==> config.mk <==
export PLATFORM = sky130hd
export DESIGN_NAME = sdram_arbiter
export DESIGN_NICKNAME = d
export VERILOG_FILES = /design/src/rtl/sdram_pkg.sv /design/src/rtl/sdram_req_latch.sv /design/src/rtl/sdram_arbiter.sv
export SDC_FILE = /design/constraint.sdc
export NUM_CORES = 1
export LEC_CHECK = 0
export CAP_MARGIN = 20
export CORE_ASPECT_RATIO = 1.75
export CORE_MARGIN = 1.5
export CORE_UTILIZATION = 43
export DETAILED_ROUTE_END_ITERATION = 12
export PLACE_DENSITY_LB_ADDON = 0.25
export SYNTH_ARGS = -nofsm -noshare
export SYNTH_HDL_FRONTEND = slang
export SYNTH_SLANG_ARGS = --single-unit
==> constraint.sdc <==
create_clock -name clk -period 1.3 [get_ports clk]
set_input_delay 0.13 -clock clk [delete_from_list [all_inputs] [get_ports clk]]
set_output_delay 0.13 -clock clk [all_outputs]
set_load 0.05 [all_outputs]
==> src/rtl/sdram_pkg.sv <==
// Shared constants for the SDRAM front-end and controller.
// FSM encodings, port ids and default bus widths.
package sdram_pkg;

    localparam int ADDR_W_DEF = 24;
    localparam int DATA_W_DEF = 32;

    localparam logic [1:0] ST_IDLE  = 2'd0;
    localparam logic [1:0] ST_ISSUE = 2'd1;
    localparam logic [1:0] ST_WAIT  = 2'd2;
    localparam logic [1:0] ST_RESP  = 2'd3;

    localparam logic PORT_A = 1'b0;
    localparam logic PORT_B = 1'b1;

endpackage

==> src/rtl/sdram_req_latch.sv <==
// Single-entry request holder for one arbiter port.
// Captures addr/d/we on an accepted start; clears when the grant completes.
module sdram_req_latch
    import sdram_pkg::*;
#(
    parameter int ADDR_W = ADDR_W_DEF,
    parameter int DATA_W = DATA_W_DEF
) (
    input  logic              clk,
    input  logic              reset,
    input  logic              start,
    input  logic [ADDR_W-1:0] addr,
    input  logic [DATA_W-1:0] d,
    input  logic              we,
    input  logic              clear,
    output logic              pending,
    output logic [ADDR_W-1:0] req_addr,
    output logic [DATA_W-1:0] req_d,
    output logic              req_we
);

    always_ff @(posedge clk) begin
        if (!reset) begin
            pending  <= 1'b0;
            req_addr <= '0;
            req_d    <= '0;
            req_we   <= 1'b0;
        end else if (clear) begin
            pending <= 1'b0;
        end else if (start && !pending) begin
            pending  <= 1'b1;
            req_addr <= addr;
            req_d    <= d;
            req_we   <= we;
        end
    end

endmodule

==> src/rtl/sdram_arbiter.sv <==
// Two-master front-end for the SDRAM controller.
// Serialises port A/B requests and re-issues starts swallowed by refresh.
module sdram_arbiter
    import sdram_pkg::*;
#(
    parameter int ADDR_W     = ADDR_W_DEF,
    parameter int DATA_W     = DATA_W_DEF,
    parameter int FIXED_PRIO = 0
) (
    input  logic              clk,
    input  logic              reset,
    input  logic [ADDR_W-1:0] a_addr,
    input  logic [DATA_W-1:0] a_d,
    input  logic              a_we,
    input  logic              a_start,
    output logic [DATA_W-1:0] a_q,
    output logic              a_done,
    output logic              a_busy,
    input  logic [ADDR_W-1:0] b_addr,
    input  logic [DATA_W-1:0] b_d,
    input  logic              b_we,
    input  logic              b_start,
    output logic [DATA_W-1:0] b_q,
    output logic              b_done,
    output logic              b_busy,
    output logic [ADDR_W-1:0] ctrl_addr,
    output logic [DATA_W-1:0] ctrl_d,
    output logic              ctrl_we,
    output logic              ctrl_start,
    input  logic              ctrl_busy,
    input  logic [DATA_W-1:0] ctrl_q,
    input  logic              ctrl_q_ready,
    input  logic              ctrl_init_done
);

    logic [1:0]        state;
    logic              grant;
    logic              last_grant;
    logic              win_b;
    logic              a_pend, b_pend;
    logic              a_clr, b_clr;
    logic [ADDR_W-1:0] a_raddr, b_raddr;
    logic [DATA_W-1:0] a_rd, b_rd;
    logic              a_rwe, b_rwe;

    // Pending clears as the data is captured, so busy is already low on done.
    assign a_clr = (state == ST_WAIT) && ctrl_q_ready && (grant == PORT_A);
    assign b_clr = (state == ST_WAIT) && ctrl_q_ready && (grant == PORT_B);

    sdram_req_latch #(.ADDR_W(ADDR_W), .DATA_W(DATA_W)) u_lat_a (
        .clk      (clk),
        .reset    (reset),
        .start    (a_start),
        .addr     (a_addr),
        .d        (a_d),
        .we       (a_we),
        .clear    (a_clr),
        .pending  (a_pend),
        .req_addr (a_raddr),
        .req_d    (a_rd),
        .req_we   (a_rwe)
    );

    sdram_req_latch #(.ADDR_W(ADDR_W), .DATA_W(DATA_W)) u_lat_b (
        .clk      (clk),
        .reset    (reset),
        .start    (b_start),
        .addr     (b_addr),
        .d        (b_d),
        .we       (b_we),
        .clear    (b_clr),
        .pending  (b_pend),
        .req_addr (b_raddr),
        .req_d    (b_rd),
        .req_we   (b_rwe)
    );

    assign a_busy     = a_pend;
    assign b_busy     = b_pend;
    assign ctrl_start = (state == ST_ISSUE);
    assign a_done     = (state == ST_RESP) && (grant == PORT_A);
    assign b_done     = (state == ST_RESP) && (grant == PORT_B);

    always_comb begin
        win_b = b_pend;
        if (a_pend && b_pend)
            win_b = (FIXED_PRIO != 0) ? 1'b0 : (last_grant == PORT_A);
    end

    always_ff @(posedge clk) begin
        if (!reset) begin
            state      <= ST_IDLE;
            grant      <= PORT_A;
            last_grant <= PORT_B;
            ctrl_addr  <= '0;
            ctrl_d     <= '0;
            ctrl_we    <= 1'b0;
            a_q        <= '0;
            b_q        <= '0;
        end else begin
            case (state)
                ST_IDLE: begin
                    if ((a_pend || b_pend) && ctrl_init_done && !ctrl_busy) begin
                        grant      <= win_b;
                        last_grant <= win_b;
                        ctrl_addr  <= win_b ? b_raddr : a_raddr;
                        ctrl_d     <= win_b ? b_rd : a_rd;
                        ctrl_we    <= win_b ? b_rwe : a_rwe;
                        state      <= ST_ISSUE;
                    end
                end
                ST_ISSUE: begin
                    if (ctrl_busy)
                        state <= ST_WAIT;
                end
                ST_WAIT: begin
                    if (ctrl_q_ready) begin
                        if (!ctrl_we && grant == PORT_A)
                            a_q <= ctrl_q;
                        if (!ctrl_we && grant == PORT_B)
                            b_q <= ctrl_q;
                        state <= ST_RESP;
                    end else if (!ctrl_busy) begin
                        // Start was eaten by a refresh: retry from IDLE.
                        state <= ST_IDLE;
                    end
                end
                default: state <= ST_IDLE;
            endcase
        end
    end

endmodule

# After elaboration in Yosys (flattened, before gate mapping)
# Index checks and enable logic that the tools add are counted.
# totals
wordCells,62
inputBits,153
reg_bits,241
# classes
n_eq_ne,6
mux,9
bitwise_logic,5
n_reduce_logical,26
# ops
cell,count
32-bit 2-to-1 mux,1
24-bit 2-to-1 mux,1
1-bit logical AND,12
3-bit AND reduction,3
2-bit 2-to-1 mux,4
2-bit one-hot mux with 3 select lines,1
2-bit AND reduction,3
1-bit inverter,5
2-bit equality test (second input constant),2
1-bit logical NOT,4
2-bit OR reduction,2
3-bit inequality test (second input constant),1
2-bit by 1-bit equality test with 1-bit output (second input constant),1
2-bit logical NOT,1
1-bit 2-to-1 mux,2
2-bit by 1-bit inequality test with 1-bit output (second input constant),1
2-bit inequality test (second input constant),1
1-bit logical OR,1

# Logic depth before layout (Yosys ltp)
# Gate-level depths: netlist (run 1).
# logic_depth
depth_word,5
ltp_mapped,6
mapped_depth_nobuf,3

# Hierarchy
# From an unflattened synthesis (run 1), not the netlist that was laid out.
# unflattened
hier_cells,1152
hier_area_um2,9813.2
# modules_own_cells
module,seq_area_each_um2,area_per_inst_um2,instances,cells_each
sdram_arbiter,2502.4,5228.8,1,650
sdram_req_latch,1161.1,2292.2,2,251

# Worst setup path after synthesis (run 1)
# Ideal clock, no wire load.
# synth_timing
kind,reg-to-reg
start,register u_lat_a.pending
end,register ctrl_addr[15]
path_stages_with_launch,6
slack_ps,-387
period_less_slack_ps,1687
setup_ps,91
arrival_ps,1596
required_ps,1209
cell_sequence,dfxtp_1 o21a_2 buf_4 buf_2 a21oi_1 a311oi_1
# synth_via
elab_chain_len,4
elab_cells_between_ends,7
classes_between,mux (2); reduce/logical (5)
# synth_lines
item,line_no,text
start: declaration,sdram_req_latch.sv:16,"output logic pending,"
start signal: assignment,sdram_req_latch.sv:24,pending <= 1'b0;
start signal: assignment,sdram_req_latch.sv:29,pending <= 1'b0;
start signal: assignment,sdram_req_latch.sv:31,pending <= 1'b1;
1-bit logical OR,sdram_arbiter.sv:103,if ((a_pend || b_pend) && ctrl_init_done && !ctrl_busy) begin
1-bit logical AND (2 in a row),sdram_arbiter.sv:103,
2-bit AND reduction (no source line),n/a,
end signal: assignment,sdram_arbiter.sv:106,ctrl_addr <= win_b ? b_raddr : a_raddr;
end: declaration,sdram_arbiter.sv:26,"output logic [ADDR_W-1:0] ctrl_addr,"
# Several ways; a longest one is shown, not always the timed one.
# A chain may end at the register's enable or synchronous reset.

# Worst setup path after layout (run 1)
# layout_timing
start,register u_lat_a.pending
end,register ctrl_d[23]
# layout_via
elab_chain_len,4
elab_cells_between_ends,7
classes_between,mux (2); reduce/logical (5)
# layout_lines
item,line_no,text
1-bit logical OR,sdram_arbiter.sv:103,
1-bit logical AND (2 in a row),sdram_arbiter.sv:103,
2-bit AND reduction (no source line),n/a,
end signal: assignment,sdram_arbiter.sv:107,ctrl_d <= win_b ? b_rd : a_rd;
end: declaration,sdram_arbiter.sv:27,"output logic [DATA_W-1:0] ctrl_d,"
# Several ways; a longest one is shown, not always the timed one.

==> results of run 1 <==
## worst max-delay path: stages, from the launching register on
cell	delay [ns]
dfxtp_4	0.39
o21ai_2	0.30
nor2_4	0.09
buf_12	0.15
buf_12	0.13
buf_16	0.14
a311oi_2	0.42
## timing repair
| item | in CTS | in global routing |
|---|---|---|
| buffers inserted | 45 | 20 |
| pin swaps | 122 | 124 |
| resized for setup | 266 | 206 |
| gates cloned | 36 | 7 |
| endpoints found under the setup margin | 242 | 245 |
## flip-flops by register name, indices dropped and copies added, names as in the netlist
signal / count
a_q: 32
u_lat_a.pending: 1
state: 2
ctrl_we: 1
b_q: 32
u_lat_a.req_d: 32
ctrl_d: 32
last_grant: 1
u_lat_b.pending: 1
grant: 1
u_lat_a.req_we: 1
u_lat_b.req_we: 1
u_lat_b.req_d: 32
ctrl_addr: 24
u_lat_a.req_addr: 24
u_lat_b.req_addr: 24
## metal layers
layer | global-route usage, % | part of all wire (%) | routed length [um] | up-vias
li1 | - | - | - | 4930
met1 | 37.9 | 31 | 14800 | 5519
met2 | 62.8 | 49 | 23700 | 831
met3 | 7.83 | 9.4 | 4530 | 317
met4 | 29.3 | 10 | 4940 | 0
met5 | 0 | 0 | 0 | -
## path summary, 6_finish.rpt
kind,depth (start not counted),startpoint,end
max,6,u_lat_a.pending$_SDFFE_PP0P_,ctrl_d[23]$_SDFFE_PN0P_
min,3,b_addr[14],u_lat_b.req_addr[14]$_SDFFE_PN0P_
max reg2reg,6,u_lat_a.pending$_SDFFE_PP0P_,ctrl_d[23]$_SDFFE_PN0P_
min reg2reg,2,u_lat_b.req_d[19]$_SDFFE_PN0P_,u_lat_b.req_d[19]$_SDFFE_PN0P_
## power breakdown
part           leakage [nW]  internal (mW)  switching [mW]
Clock                 0.365           3.79            3.00
Sequential             1.97           7.71           0.318
Combinational          3.81           2.00            2.23
Total                  6.14           13.5            5.55
## logic make-up (layout without fill, tap and decap cells)
| family | Yosys count | in the layout |
|---|---|---|
| compound gates | 483 | 483 |
| other cells | 0 | 4 |
| flops | 241 | 241 |
| buf+inv | 136 | 475 |
| simple gates | 319 | 319 |
## per-stage QoR
step	utilization (%)	setup slack, ns	cells	hold slack (ns)
after floorplan	-	-0.0972	1179	0.202
after global placement	65.4	-0.398	1685	0.450
after detailed placement	65.4	-0.413	1685	0.463
after CTS	78.2	-0.338	1806	0.173
after global routing	81.5	-0.486	1817	0.190
final	81.5	-0.480	1818	0.176
## cell type report
type | count | area (um2)
fillers | 1278 | 4110
multi-input cells | 802 | 5500
clock buffers | 33 | 673
inverters | 2 | 18.8
diodes | 4 | 10.0
repair buffers | 433 | 6580
well taps | 296 | 370
flip-flops and latches | 241 | 4850
clock inverters | 7 | 62.6
## cells in the mapped netlist
master,count,area [um2]
nand4bb_1,1,11.3
nand2_1,116,435
a311oi_1,38,333
and4b_1,1,10.0
and4bb_1,1,12.5
or3_4,1,11.3
nor2_1,5,18.8
and2_1,1,6.26
o211ai_1,1,7.51
buf_6,6,67.6
nor2_4,1,11.3
a21bo_1,1,10.0
a21oi_1,238,1190
o21ai_0,151,756
nand2b_1,3,18.8
o21ai_1,33,165
nand3_1,181,906
inv_1,2,7.51
nor2b_1,4,25.0
a21boi_2,1,11.3
clkbuf_2,2,10.0
dfxtp_1,241,4820
nand4b_1,1,8.76
buf_4,9,67.6
buf_1,7,26.3
buf_2,45,225
nor3_4,1,16.3
a311oi_2,19,285
clkbuf_1,65,244
or3b_1,1,8.76
nor3b_1,1,7.51
o21a_2,1,8.76
==> results.cfg, run 1 <==
[worst_setup_path]
cp-start-kind = register
cp.arrival_ns = 2.14
crit_fanout = 7
crit_type = register to register
worstPathRequired_ns = 1.66
reg2reg_slack_ns = -0.48
cp-end-kind = register

[global_routing]
overflow = 0
grt_start_max_net_pins = 38
grt_usage_pct = 36.8
grt_pass1_vias = 11500
grt_pass1_wl_mm = 65.7
antenna_found_initial = 3

[yosys]
syn-num-nets = 1332
synth_compound_area_share_pct = 28.4
muxShareOfSynthArea_pct = 0
synthXorXnorAreaFrac_pct = 0
synth_top_family_by_area = compound AO/OA/AOI/OAI gates
avgSynthCellArea_um2 = 8.27
synth.distinct_cells = 32
synth_area_um2 = 9750
yosysSeqAreaShare_pct = 49.5
ys_ff_latch = 241
syn_inst = 1179
yosysWarnings = 0
synthSimpleGateAreaFrac_pct = 15.5
yosys.area_share.adder_pct = 0

[cells_and_area]
layout-drive-gt1-share_pct = 39.0
final_cell_mix = dfxtp_1, buf_12, nand3_1, a21oi_1, clkdlybuf4s50_1
final_common_cell = dfxtp_1
nNetsFinal = 1656
area_growth_pct = 85.2
finalInstanceArea_um2 = 18100

[floorplanning]
io_pins = 279
num_rows = 72
die_h_um = 202
die_x_um = 117
die-area_um2 = 23600
core_area_um2 = 22200
start_util_pct = 44.0

[flow_run]
drv_cap = 0

[power]
finalPower_mw = 19.1
power_density_nw_per_um2 = 1060
max-vdd-ir-drop_mv = 0.776
p_leak_nw = 6.14

[placement]
port-buffer-count = 278
dp_hpwl_mm = 22.3
place_congestion = 0.821
postPlaceCellArea_um2 = 14500

[clocking]
cts_tree = done
worstSkewPairLatency_ns = 0.52
cts_buffers = 23
clock-root-buffer = clkbuf_16
clock-sinks = 241
cts.path.max_buffers = 3
clk_pin_slew_worst_paths_ns = 0.07
h-tree-depth = 1
hold_buffers = 0

[route]
drcViolationCount = 0
avgRoutedWirePerCell_um = 26.4
num_vias = 11600
drtPass1Iterations = 6
ant_nets = 0
drt-total-wl_mm = 48.0
vias_per_cell = 6.38
drtIter0Drc = 1091

[outcome]
status = complete, but fails checks
violations = setup timing

[timing]
rsz0062_at_grt = yes
period_needed_ns = 1.78
final.setup.worst_slack_ns = -0.480
tns_ns = -66.63
timing.fmax_mhz = 562
finalHoldViolations = 0
period_share_pct = 137
slew_headroom_pct = 68.0
skew_ns = 0.0117
setup_violations = 246
tightest_slew_ns = 0.480
final_max_slew_viol_count = 0

[worst_hold_path]
hold_path_class = input pin to register
Power figures use the tool's default switching activity.
==> run 2, diff against run 1 <==
--- a/config.mk
+++ b/config.mk
@@ -6,10 +6,13 @@
 export NUM_CORES = 1
 export LEC_CHECK = 0
 export CAP_MARGIN = 20
+export CELL_PAD_IN_SITES_DETAIL_PLACEMENT = 1
+export CELL_PAD_IN_SITES_GLOBAL_PLACEMENT = 1
 export CORE_ASPECT_RATIO = 1.75
 export CORE_MARGIN = 1.5
-export CORE_UTILIZATION = 43
+export CORE_UTILIZATION = 31
 export DETAILED_ROUTE_END_ITERATION = 12
+export GPL_TIMING_DRIVEN = 0
 export PLACE_DENSITY_LB_ADDON = 0.25
 export SYNTH_ARGS = -nofsm -noshare
 export SYNTH_HDL_FRONTEND = slang
==> run 2 against run 1 <==
  * The run still ends with setup timing left
  * Die area up 38%
  * Fmax up 5.5%
  * Clock-buffer cell count up 5
  * Combinational power down 7.3%
==> results.cfg, run 2 (synthesis results as in run 1) <==
[timing]
timing.fmax_mhz = 593
final_max_slew_viol_count = 0
final.setup.worst_slack_ns = -0.387
skew_ns = 0.00980
setup_violations = 265
period_share_pct = 130
rsz0062_at_grt = yes
slew_headroom_pct = 55.5
finalHoldViolations = 0
tightest_slew_ns = 0.667
period_needed_ns = 1.69

[cells_and_area]
final_core_util_pct = 56.0
layout-drive-gt1-share_pct = 47.4
final_common_cell = dfxtp_1
final_cell_mix = dfxtp_1, clkdlybuf4s50_1, a21oi_1, nand2_1, a21oi_2
antenna_cells = 0
finalInstanceArea_um2 = 17300
area_growth_pct = 77.1
nNetsFinal = 1707
num-fill-cells = 3353

[worst_setup_path]
cp-start-kind = register
cpPeakStageDelay_ns = 0.34
cp.arrival_ns = 2.11
path_common_cell = buf_6
crit_type = register to register
worstPathRequired_ns = 1.72
cp-end-kind = register
reg2reg_slack_ns = -0.39
cp_cell_sequence = buf_6 -> buf_6 -> nor3_4 -> buf_6 -> buf_8 -> a21oi_1 -> a311oi_1
crit_fanout = 8
crit_slowest_cell = dfxtp_2

[placement]
dp_slack_ns = -1.05
port-buffer-count = 278
postPlaceCellArea_um2 = 13200
dp_hpwl_mm = 31.0
place_congestion = 0.845

[clocking]
clock-sinks = 241
cts_tree = done
h-tree-depth = 1
clk_pin_slew_worst_paths_ns = 0.07
clock-root-buffer = clkbuf_16
cts_buffers = 24
hold_buffers = 0
cts.path.max_buffers = 3
worstSkewPairLatency_ns = 0.54

[floorplanning]
die-area_um2 = 32600
io_pins = 279
die_x_um = 137
die_h_um = 238
num_rows = 85
core_area_um2 = 30800
start_util_pct = 31.6

[route]
drtPass1Iterations = 5
num_vias = 11200
vias_per_cell = 5.71
avgRoutedWirePerCell_um = 25.7
drtIter0Drc = 399
drcViolationCount = 0
ant_nets = 0
drt-total-wl_mm = 50.5

[worst_hold_path]
hold_path_class = input pin to register

[global_routing]
grt_usage_pct = 25.4
grt_pass1_wl_mm = 62.7
antenna_found_initial = 3
overflow = 0
grt_start_max_net_pins = 15
grt_pass1_vias = 11300

[outcome]
violations = setup timing
status = complete, but fails checks

[flow_run]
drv_cap = 0

[power]
power_density_nw_per_um2 = 1120
max-vdd-ir-drop_mv = 0.924
p_leak_nw = 6.07
[run 2: power breakdown]
part           leakage (nW)  switching (mW)  internal, mW
clock                 0.410            3.16          4.33
combinational          3.69            2.29          1.63
sequential             1.97           0.299          7.72
total                  6.07            5.75          13.7
[run 2: path summary, 6_finish.rpt]
kind	start	to	depth (start not counted)
setup / recovery	state[0]$_SDFFE_PN0P_	ctrl_we$_SDFFE_PN0P_	7
hold / removal	a_d[6]	u_lat_a.req_d[6]$_SDFFE_PN0P_	3
setup reg to reg	state[0]$_SDFFE_PN0P_	ctrl_we$_SDFFE_PN0P_	7
hold reg to reg	a_q[23]$_SDFFE_PN0P_	a_q[23]$_SDFFE_PN0P_	2
[run 2: routing by layer]
metal,wire (um),track usage [%],vias to the layer above
met1,15900,22.9,5512
li1,-,-,5038
met3,2870,4.97,190
met5,32,0,-
met4,4090,14.4,6
met2,27600,50.4,463
[run 2: layout make-up]
type / count / area, um2 / share of cell area (%)
Clock buffer: 38 / 744 / 4.31
Buffer: 130 / 1290 / 7.50
Multi-Input combinational cell: 802 / 6200 / 35.9
Tap cell: 391 / 489 / 2.83
Clock inverter: 6 / 81.3 / 0.471
Timing Repair Buffer: 353 / 3610 / 20.9
Sequential cell: 241 / 4850 / 28.1
Inverter: 2 / 7.51 / 0.0435
[run 2: what timing repair did]
| item | in CTS | in global routing |
|---|---|---|
| gates resized for setup | 904 | 620 |
| gates cloned | 10 | 24 |
| pin swaps | 58 | 237 |
| setup buffers | 22 | 23 |
| setup endpoints to repair | 367 | 266 |
[run 2: worst max-delay path, delay by kind of cell (launching register included)]
kind | cells | cell delay (ns)
DFF | 1 | 0.34
and+or+nand+nor | 1 | 0.28
buffers and inverters | 4 | 0.59
AOI/OAI and AO/OA | 2 | 0.35
[run 2: stage by stage]
| step | power, mW | setup TNS, ns | hold slack, ns | std cells |
|---|---|---|---|---|
| 6_report | 19.4 | -56.31 | 0.156 | 1963 |
| 4_1_cts | 18.5 | -42.98 | 0.145 | 1923 |
| 3_5_place_dp | 10.9 | -180.77 | 0.464 | 1848 |
| 2_1_floorplan | 9.61 | -5.80 | 0.202 | 1179 |
| 3_3_place_gp | 10.9 | -172.31 | 0.458 | 1848 |
| 5_1_grt | 19.9 | -65.47 | 0.173 | 1963 |
==> run 3, diff against run 2 <==
--- a/config.mk
+++ b/config.mk
@@ -12,7 +12,7 @@
 export CORE_MARGIN = 1.5
 export CORE_UTILIZATION = 31
 export DETAILED_ROUTE_END_ITERATION = 12
-export GPL_TIMING_DRIVEN = 0
+export GPL_TIMING_DRIVEN = 1
 export PLACE_DENSITY_LB_ADDON = 0.25
 export SYNTH_ARGS = -nofsm -noshare
 export SYNTH_HDL_FRONTEND = slang
==> run 3 against run 2 <==
  * The flow still finishes with violations (setup timing)
  * Global-route usage up 5.1 points
  * Power up 2.5%
  * Clock power down 3%
  * Worst setup slack hardly changed
  * Combinational power increased by 16%
  * Cell count is 2.4% lower
  * Core utilization rose by 8.2 points
  * Wire length grew 7.4%
  * Critical path type unchanged
  * Largest power group unchanged
  * Highest routed layer unchanged
==> results.cfg, run 3 (synthesis results as in run 1) <==
[worst_setup_path]
regToRegEndpoint = ctrl_addr[15]$_SDFFE_PN0P_
cp-endpoint = ctrl_addr[15]$_SDFFE_PN0P_
r2r-start = state[1]$_SDFFE_PN0P_
cp-end-kind = register
rr_worst_depth = 8
cp.arrival_ns = 2.10
crit_type = register to register
cp-start-kind = register
reg2reg_slack_ns = -0.39
startpoint = state[1]$_SDFFE_PN0P_
worstPathRequired_ns = 1.71
crit_fanout = 7

[cells_and_area]
final_cell_mix = dfxtp_1, buf_12, clkdlybuf4s50_1, a21oi_2, nand2_1
seqCellArea_um2 = 4850
multi_input_area_um2 = 6860
layout-drive-gt1-share_pct = 53.3
num-fill-cells = 3024
final_common_cell = dfxtp_1
nNetsFinal = 1654
area_growth_pct = 103

[placement]
dp_hpwl_mm = 26.5
place_congestion = 0.795
port-buffer-count = 278

[floorplanning]
num_rows = 85
core_area_um2 = 30800
io_pins = 279
die_h_um = 238
die-area_um2 = 32600
die_x_um = 137
start_util_pct = 31.6

[worst_hold_path]
hold_path_class = input pin to register
min_path_cells = 3
hp-start = b_d[17]

[clocking]
clk_pin_slew_worst_paths_ns = 0.07
cts_buffers = 25
cts.path.max_buffers = 3
clock-root-buffer = clkbuf_16
cts_tree = done
hold_buffers = 0
clock-sinks = 241
worstSkewPairLatency_ns = 0.54
h-tree-depth = 1

[timing]
tns_ns = -58.79
holdWs_ns = 0.171
tightest_slew_ns = 0.408
period_needed_ns = 1.69
setup_violations = 244
final.setup.worst_slack_ns = -0.387
rsz0062_at_grt = yes
finalHoldViolations = 0
timing.fmax_mhz = 593
skew_ns = 0.0167
final_max_slew_viol_count = 0
slew_headroom_pct = 72.8
period_share_pct = 130

[global_routing]
overflow = 0
grt_pass1_wl_mm = 74.7
antenna_found_initial = 6
grt_usage_pct = 30.5
grt_start_max_net_pins = 59
grt_pass1_vias = 12300

[power]
sw_frac_of_total_pct = 30.3
p_comb_share_pct = 22.9
max-vdd-ir-drop_mv = 1.02
p_int_mw = 13.9
power_density_nw_per_um2 = 1010
p_leak_nw = 6.42
seq_power_share_pct = 40.6
clock_power_share_pct = 36.6
p_switching_mw = 6.04

[route]
drt-total-wl_mm = 54.2
ant_nets = 0
num_vias = 11200
drtIter0Drc = 466
drtPass1Iterations = 4
drcViolationCount = 0
vias_per_cell = 5.87
avgRoutedWirePerCell_um = 28.3

[flow_run]
drv_cap = 0

[outcome]
status = complete, but fails checks
violations = setup timing
run 3: stage by stage:
step	area, um2	instances	utilization [%]	worst slack (ns)	power, mW
6_report	19800	1915	64.2	-0.387	19.9
2_1_floorplan	9880	1179	-	-0.0972	9.61
3_5_place_dp	14700	1777	47.6	-0.490	11.4
4_1_cts	18500	1916	60.0	-0.370	19.5
5_1_grt	19800	1915	64.2	-0.443	20.4
3_3_place_gp	14700	1777	47.6	-0.476	11.3
run 3: worst min path at each step:
stage	to	slack, ns
2_1_floorplan	last_grant$_SDFFE_PN1P_	0.20
3_5_place_dp	ctrl_addr[16]$_SDFFE_PN0P_	0.46
5_1_grt	u_lat_b.req_d[17]$_SDFFE_PN0P_	0.18
3_3_place_gp	ctrl_addr[16]$_SDFFE_PN0P_	0.46
6_report	u_lat_b.req_d[17]$_SDFFE_PN0P_	0.17
4_1_cts	u_lat_a.req_d[5]$_SDFFE_PN0P_	0.15
run 3: power groups by stage:
stage	Sequential [mW]	Combinational, mW	Clock [mW]
finish	8.08	4.55	7.28
global route	8.11	4.70	7.61
CTS	8.01	4.18	7.25
detailed placement	8.14	3.23	0
global placement	8.13	3.18	0
floorplan	8.45	1.16	0
run 3: routing by layer:
| layer | vias to the layer above | global-route usage, % | part of all wire [%] |
|---|---|---|---|
| met3 | 177 | 4.31 | 4.8 |
| li1 | 4950 | - | - |
| met1 | 5661 | 31.6 | 34 |
| met2 | 458 | 56.2 | 55 |
| met4 | 2 | 19.6 | 6.3 |
| met5 | - | 0 | 0.024 |
run 3: what timing repair did:
item | in CTS | in global routing
cloned | 41 | 6
hold endpoints to repair | 0 | 0
gates resized for setup | 392 | 353
pin swaps | 291 | 184
buffers inserted | 54 | 12
endpoints found under the setup margin | 214 | 246
run 3: cell type report:
type | count | share of cell area, %
diodes | 5 | 0.0632
clock buffers | 35 | 3.45
clock inverters | 10 | 0.518
inverters | 2 | 0.0948
multi-input cells | 802 | 34.6
flip-flops and latches | 241 | 24.5
well taps | 391 | 2.47
repair buffers | 429 | 34.3
run 3: critical path, cell delays in order (launching register included):
cell and delay (ns):
dfxtp_2 0.34, buf_6 0.12, buf_6 0.12, nor3_4 0.14
buf_12 0.19, buf_12 0.11, buf_12 0.14, a21oi_1 0.10
a311oi_1 0.31
